$ cat config.mk
export PLATFORM = sky130hd
export DESIGN_NAME = wts_i2s_out
export DESIGN_NICKNAME = d
export VERILOG_FILES = /design/src/rtl/wts_i2s_out.sv
export SDC_FILE = /design/constraint.sdc
export NUM_CORES = 1
export LEC_CHECK = 0
export CORE_MARGIN = 5
export CORE_UTILIZATION = 45
export CTS_BUF_LIST = sky130_fd_sc_hd__clkbuf_16
export CTS_CLUSTER_DIAMETER = 40
export CTS_CLUSTER_SIZE = 30
export DETAILED_ROUTE_END_ITERATION = 16
export GPL_TIMING_DRIVEN = 0
export PLACE_DENSITY = 0.75
export SYNTH_ARGS = -nofsm -noshare
export SYNTH_HDL_FRONTEND = slang
export SYNTH_SLANG_ARGS = --single-unit
$ cat constraint.sdc
create_clock -name clk -period 5.4 [get_ports clk]
set_input_delay 0.54 -clock clk [delete_from_list [all_inputs] [get_ports clk]]
set_output_delay 0.54 -clock clk [all_outputs]
set_load 0.005 [all_outputs]
$ cat src/rtl/wts_i2s_out.sv
// wts_i2s_out -- serialises 12-bit offset-binary stereo samples from the wave
// table sound core into a Philips-aligned I2S stream.
//
// Frame: 64 bclk = 512 clk. bclk = clk/8. lrclk low for the left slot (bits 0-31)
// and high for the right slot (bits 32-63). Each slot carries one zero bit,
// then the 12-bit two's-complement sample MSB first, then zeros.
//
// Ports:
//   clk        system clock (same as the sound core)
//   reset      asynchronous, active-high
//   in_left    left sample, offset binary (0x800 = silence)
//   in_right   right sample, offset binary
//   in_valid   sample pair present
//   in_ready   pair can be accepted this cycle (combinational, buffer not full)
//   i2s_bclk   bit clock, clk/8
//   i2s_lrclk  word select, 0 = left
//   i2s_sdata  serial data
//   underrun   one-clk pulse when a frame starts without a new pair
//
// Configuration macro WTS_I2S_SAMPLE_FIFO_EN: when defined, the input buffer is a
// 2-entry FIFO; otherwise a single holding register.
module wts_i2s_out (
  input  logic        clk,
  input  logic        reset,
  input  logic [11:0] in_left,
  input  logic [11:0] in_right,
  input  logic        in_valid,
  output logic        in_ready,
  output logic        i2s_bclk,
  output logic        i2s_lrclk,
  output logic        i2s_sdata,
  output logic        underrun
);

  typedef struct packed {
    logic [11:0] l;
    logic [11:0] r;
  } pair_t;

  localparam pair_t SILENCE = '{l: 12'h800, r: 12'h800};

  logic [2:0] div_cnt;
  logic [5:0] bit_cnt;
  logic [2:0] div_nxt;
  logic [5:0] bit_nxt;
  logic       load_evt;
  logic       accept;
  logic       buf_empty;
  logic       pop;
  pair_t      head;
  pair_t      in_pair;

  // Two's-complement copies of the pair currently being shifted out.
  logic [11:0] play_l;
  logic [11:0] play_r;

  assign div_nxt  = div_cnt + 3'd1;
  assign bit_nxt  = (div_cnt == 3'd7) ? bit_cnt + 6'd1 : bit_cnt;
  assign load_evt = (div_cnt == 3'd7) && (bit_cnt == 6'd63);
  assign accept   = in_valid && in_ready;
  assign pop      = load_evt && !buf_empty;
  assign in_pair  = '{l: in_left, r: in_right};

  function automatic logic [11:0] to_tc(input logic [11:0] x);
    return {~x[11], x[10:0]};
  endfunction

  // ---------------------------------------------------------------- buffer
  // The load reads only pre-edge content; a pair accepted on the load clk is
  // queued behind it, never bypassed into the shifter.
`ifdef WTS_I2S_SAMPLE_FIFO_EN
  logic [1:0] cnt;
  pair_t      f0;   // oldest
  pair_t      f1;
  logic [1:0] wr_pos;

  assign in_ready  = (cnt != 2'd2);
  assign buf_empty = (cnt == 2'd0);
  assign head      = f0;
  assign wr_pos    = pop ? cnt - 2'd1 : cnt;

  always_ff @(posedge clk or posedge reset) begin
    if (reset) begin
      cnt <= 2'd0;
      f0  <= SILENCE;
      f1  <= SILENCE;
    end else begin
      if (pop) f0 <= f1;
      if (accept) begin
        if (wr_pos == 2'd0) f0 <= in_pair;
        else                f1 <= in_pair;
      end
      cnt <= cnt + {1'b0, accept} - {1'b0, pop};
    end
  end
`else
  logic  full;
  pair_t hold;

  assign in_ready  = !full;
  assign buf_empty = !full;
  assign head      = hold;

  // accept needs !full and pop needs full, so they never coincide.
  always_ff @(posedge clk or posedge reset) begin
    if (reset) begin
      full <= 1'b0;
      hold <= SILENCE;
    end else begin
      if (pop) full <= 1'b0;
      if (accept) begin
        hold <= in_pair;
        full <= 1'b1;
      end
    end
  end
`endif

  // ---------------------------------------------------------------- serialiser
  logic [4:0]  slot;
  logic [3:0]  sidx;
  logic [11:0] word;
  logic        sdata_nxt;

  // Data bit for the slot position that becomes current after this edge. On the
  // load edge the next position is slot bit 0 (always 0), so the stale play
  // registers are never visible.
  always_comb begin
    slot      = bit_nxt[4:0];
    sidx      = 4'(5'd12 - slot);
    word      = bit_nxt[5] ? play_r : play_l;
    sdata_nxt = 1'b0;
    if (slot >= 5'd1 && slot <= 5'd12) sdata_nxt = word[sidx];
  end

  always_ff @(posedge clk or posedge reset) begin
    if (reset) begin
      div_cnt   <= 3'd0;
      bit_cnt   <= 6'd0;
      i2s_bclk  <= 1'b0;
      i2s_lrclk <= 1'b0;
      i2s_sdata <= 1'b0;
      underrun  <= 1'b0;
      play_l    <= 12'h000;   // silence in two's complement
      play_r    <= 12'h000;
    end else begin
      div_cnt  <= div_nxt;
      bit_cnt  <= bit_nxt;
      i2s_bclk <= div_nxt[2];
      underrun <= load_evt && buf_empty;
      // lrclk and sdata move only on the bclk falling edge.
      if (div_cnt == 3'd7) begin
        i2s_lrclk <= bit_nxt[5];
        i2s_sdata <= sdata_nxt;
      end
      // Empty buffer on the load edge: keep the previous pair (repeat).
      if (pop) begin
        play_l <= to_tc(head.l);
        play_r <= to_tc(head.r);
      end
    end
  end

endmodule

=== Word level (Yosys, flattened, before mapping) ===
Cells that the tools add are included.

* Add/sub/neg operators: 3
* Order comparisons: 3
* Equal/unequal tests: 2
* Muxes and demuxes: 7
* Bitwise logic cells: 2
* Reduce and logical (&&, ||, !) cells: 7

{| class="wikitable"
|+ Operator list
! cell !! number
|-
| 12-bit 2-to-1 mux || 1
|-
| 6-bit by 1-bit adder with 6-bit output (second input constant) || 1
|-
| 6-bit == test (second input constant) || 1
|-
| 6-bit 2-to-1 mux || 1
|-
| 5-bit by 1-bit greater-or-equal comparator with 1-bit output (second input constant) || 1
|-
| 5-bit by 4-bit <= comparator with 1-bit output (second input constant) || 1
|-
| 1-bit logical AND || 5
|-
| 4-bit by 5-bit less-than comparator with 1-bit output (second input constant) || 1
|-
| 1-bit binary-select mux with 4-bit select || 1
|-
| 1-bit 2-to-1 mux || 4
|-
| 4-bit subtractor (first input constant) || 1
|-
| 3-bit by 1-bit adder with 3-bit output (second input constant) || 1
|-
| 3-bit == test (second input constant) || 1
|-
| 1-bit NOT || 2
|-
| 2-bit nonzero test || 1
|-
| 1-bit logical NOT || 1
|}

* Flip-flop bits (word level): 62
* Bits of input ports: 27
* Output and inout port bits: 5
* Word-level logic and storage cells: 35

=== Longest topological paths before layout ===
* Depth after elaboration: 6
* Depth in mapped cells: 10
* Mapped depth without buffers: 9

=== Least setup slack after synthesis ===
OpenSTA, ideal clock, no wires.

* Path type: register to register
* From: reg div_cnt[0]
* To: reg i2s_sdata
* Library setup time: 131 ps
* Data arrival time: 2144 ps
* Data required time: 5269 ps
* Slack: 3125 ps
* Stages on the path, launching flop included: 11
* Buffers on the path: 1
* Period minus slack after synthesis: 2275 ps
* Cells stage by stage: dfrtp_1 > ha_1 > ha_1 > buf_6 > mux2i_1 > ha_1 > mux4_2 > nor2_1 > nor3_1 > a31oi_1 > a221oi_2

* Word-level cells in the longest chain between the ends: 6
* Elaborated cells on any way between the ends: 10
* Those cells by class: add/sub: 1; order compare: 2; eq/ne: 1; mux: 5; reduce/logical: 1

{| class="wikitable"
|+ Ends and longest elaborated chain
! element !! line !! text
|-
| from (decl) || 42 || <nowiki>logic [2:0] div_cnt;</nowiki>
|-
| from (signal assigned) || 147 || <nowiki>div_cnt <= div_nxt;</nowiki>
|-
| 3-bit == test * || 58, 152 ||
|-
| 6-bit 2-to-1 mux || 58 || <nowiki>assign bit_nxt = (div_cnt == 3'd7) ? bit_cnt + 6'd1 : bit_cnt;</nowiki>
|-
| 4-bit subtractor or 12-bit 2-to-1 mux (tied branches) || 130, 131 ||
|-
| 1-bit binary-select mux with 4-bit select || 133 || <nowiki>if (slot >= 5'd1 && slot <= 5'd12) sdata_nxt = word[sidx];</nowiki>
|-
| 1-bit 2-to-1 mux (implied by the code) || 133 ||
|-
| 1-bit 2-to-1 mux || 133 ||
|-
| to (signal assigned) || 154 || <nowiki>i2s_sdata <= sdata_nxt;</nowiki>
|-
| to (decl) || 31 || <nowiki>output logic i2s_sdata,</nowiki>
|}

Every way passes the cells marked *; elsewhere a longest branch is shown, timed or not. The select of a mux whose other input is x is not followed.
A chain may end at the register's enable or synchronous reset.

=== Worst setup path after layout ===
* From: reg div_cnt[0]
* To: reg i2s_sdata

* Word-level cells in the longest chain between the ends: 6
* Elaborated cells on any way between the ends: 10
* Those cells by class: add/sub: 1; order compare: 2; eq/ne: 1; mux: 5; reduce/logical: 1

{| class="wikitable"
|+ Ends and longest elaborated chain
! element !! line !! text
|-
| 3-bit == test * || 58 ||
|-
| 6-bit 2-to-1 mux * || 58 ||
|-
| named net bit_nxt[0] || 45 || <nowiki>logic [5:0] bit_nxt;</nowiki>
|-
| 4-bit subtractor || 130 || <nowiki>sidx = 4'(5'd12 - slot);</nowiki>
|-
| 1-bit binary-select mux with 4-bit select || 133 ||
|-
| 1-bit 2-to-1 mux (implied by the code) || 133 ||
|-
| 1-bit 2-to-1 mux * || 133 ||
|}

Mark *: on every way through the listed nets, which the timed path passes. The rest lies on a longest branch. The select of a mux whose other input is x is not followed.

==> impl_metrics.ini <==
[cts]
clkSlewWorstSetupHoldPaths_ns = 0.05
cts_resized = 0
numCtsBuffers = 9
cts.sinks = 61
clock_path_buffers = 2
hold_buffers = 0
post_cts_buffers = 0
htree_num_levels = 3
cts_tree = built
clock_latency_ns = 0.32
cts_root_buf = clkbuf_16

[layout]
post-route-util_pct = 57.4
layout_commonest_cell = dfrtp_1
multi_input_area_um2 = 1350
regArea_um2 = 1530
antenna-diode-count = 0
layout_common_cells = dfrtp_1, mux2_2, clkdlybuf4s50_1, mux2_4, nand2_1
drive_above_1_share_pct = 30.8
fillers = 524
areaGrowthSynthToFinish_pct = 22.9
nNetsFinal = 306

[sta]
tns_ns = 0
timing.final.crit_share_pct = 49.5
hold_violations = 0
finalClockSkew_ns = 0.00764
relSlewSlack_pct = 60.4
hold_ws_ns = 0.426
clock.fmax_ghz = 0.374
drv_slew = 0
setup_viol = 0
tightest_slew_ns = 0.594
period_needed_ns = 2.67
rsz0062_at_grt = no

[yosys]
synth_top_family_by_area = multiplexers
netlist_top_cells_area = dfrtp_1, mux2_2, mux2_4
synth.top_cell.area_share_pct = 49.2
ys_ff_latch = 61
synthAdderAreaFrac_pct = 2.09
synth_compound_area_share_pct = 7.55
async_reset_ff_share_pct = 100
synth-edff-count = 0
ys_seq_area_share_pct = 51.0
synth-simple-area-share_pct = 10.2
avgSynthCellArea_um2 = 13.0
yosysWarnings = 0
synth_top_area_cell = dfrtp_1
syn_area_um2 = 3000
synth_xor_area_share_pct = 2.63
synth_mux_area_share_pct = 22.4
synth_cell_types = 44
synthesis.nets = 263
synth_ff_type = dfrtp_1
syn_inst = 231

[power_and_ir_drop]
power_density_nw_per_um2 = 283
pwr-share-comb_pct = 4.9
finalPower_w = 0.00104
swShare_pct = 21.4
p_int_w = 0.000820
p_leak_nw = 1.65
switchingPower_w = 0.000224
power_frac_clock_pct = 47.6
seq_power_share_pct = 47.4
max-vdd-ir-drop_mv = 0.210

[global_route]
grt_start_max_net_pins = 36
grt_busiest_layer = met2
grt_pass1_vias = 2058
grt_pass1_wl_mm = 10.0
track_usage_pct = 15.0
grt_util_met1_pct = 18.9
use_met3_pct = 3.52
grt.overflow.total = 0
use_met2_pct = 25.0
antenna_found_initial = 0

[route]
drc = 0
wl_mm = 5.92
detailroute.via_count = 1955
drt_iter0_drc = 83
first_pass_iters = 4
wl_per_cell_um = 16.6
antenna_left = 0
viasPerCell = 5.49

[setup_path]
worstSetupPathType = flop to flop
start_kind = flop
critPathCaptureType = flop
cp.required_ns = 5.59
worst_r2r_path_depth = 9
cp.arrival_ns = 2.86
timing.rr.start = div_cnt[0]
reg2reg_to = i2s_sdata
ff2ff_setup_slack_ns = 2.73
worstPathMaxFanout = 9

[floorplan]
coreArea_um2 = 6420
die_height_um = 91.7
die_w_um = 91.7
rows = 29
die_area_um2 = 8400
ios = 32
start_util_pct = 46.7

[placement]
gp_congestion = 0.912
dp_hpwl_mm = 4.21
portBuffers = 31

[min_path]
worst_hold_path_type = flop to flop
whs_path_depth = 1
holdPathEnd = div_cnt[0]
worstHoldStart = div_cnt[0]

[run_status]
status = finished clean

[job]
cap_violations = 0
==> sequential cells by signal, indices dropped and copies added (netlist names) <==
| signal | flops |
|---|---|
| bit_cnt | 6 |
| div_cnt | 3 |
| full | 1 |
| head | 24 |
| i2s_lrclk | 1 |
| i2s_sdata | 1 |
| play_l | 12 |
| play_r | 12 |
| underrun | 1 |
==> power by group through the flow <==
| stage | sequential (W) | clock (W) | combinational [W] |
|---|---|---|---|
| CTS | 0.000496 | 0.000505 | 0.0000531 |
| detailed placement | 0.000503 | 0 | 0.0000528 |
| global route | 0.000499 | 0.000525 | 0.0000566 |
| finish | 0.000495 | 0.000497 | 0.0000514 |
| global placement | 0.000502 | 0 | 0.0000486 |
| floorplan | 0.000498 | 0 | 0.0000276 |
==> critical path, cell delays in order, from the launching register on <==
cell and delay (ns):
dfrtp_1 0.37, ha_1 0.19, ha_1 0.25, xor2_2 0.48, inv_1 0.26, ha_1 0.27
nand2b_1 0.16, o22a_1 0.22, a221oi_2 0.22, a221oi_2 0.10
==> synthesized netlist by cell type (2+ instances only) <==
cell type   n
nor2_1      4
o21ai_0     6
xnor2_1     2
o31a_1      2
and4_1      3
nand3_1    11
xor2_1      2
mux2i_1     4
nand4_1     2
a31oi_1     4
nor3_1      7
o221ai_1    2
a22oi_1     2
buf_2       2
buf_6       5
mux2_4     15
and2_1      2
a21oi_1     6
dfrtp_1    59
dfstp_2     2
a221oi_2    2
inv_1       9
nand2b_1    4
nand2_1    13
clkbuf_1    4
mux2_2     34
ha_1        5
a311oi_1    2
==> cells by family (layout without fill, tap and decap cells) <==
| kind of cell | Yosys count | count (layout) |
|---|---|---|
| buf+inv | 22 | 70 |
| xor+xnor | 6 | 6 |
| simple gates | 52 | 52 |
| flops | 61 | 61 |
| compound gates | 31 | 31 |
| mux | 54 | 54 |
| fa+ha+maj | 5 | 5 |
==> layer usage <==
metal	up-vias	part of all wire [%]	routed length (um)
met4	0	1.8	108
met3	10	4.8	286
met1	955	44	2620
li1	934	-	-
met2	56	49	2910
met5	-	0	0
==> worst max-delay path by stage <==
stage | endpoint | slack [ns] | cells after the start | start
after CTS | i2s_sdata | 2.76 | 9 | div_cnt[0]
after floorplan | i2s_sdata | 3.12 | 10 | div_cnt[0]
final | i2s_sdata | 2.73 | 9 | div_cnt[0]
after detailed placement | i2s_sdata | 2.78 | 9 | div_cnt[0]
after global placement | head[6] | 2.35 | 2 | reset
after global routing | i2s_sdata | 2.62 | 9 | div_cnt[0]
==> final cells by class <==
| cell class | count | area share (%) |
|---|---|---|
| Multi-Input combinational cell | 148 | 36.5 |
| Timing Repair Buffer | 32 | 8.96 |
| Tap cell | 77 | 2.61 |
| Clock inverter | 7 | 0.950 |
| Buffer | 12 | 2.41 |
| Inverter | 10 | 1.02 |
| Sequential cell | 61 | 41.5 |
| Clock buffer | 9 | 6.11 |
==> metrics by stage <==
stage / instance area (um2) / setup slack (ns) / instances
after floorplan: 3000 / 3.12 / 231
after global placement: 3410 / 2.35 / 339
after detailed placement: 3430 / 2.78 / 340
after CTS: 3690 / 2.76 / 356
after global routing: 3690 / 2.62 / 356
final: 3690 / 2.73 / 356
No activity file was read; power rests on OpenSTA's default activity.
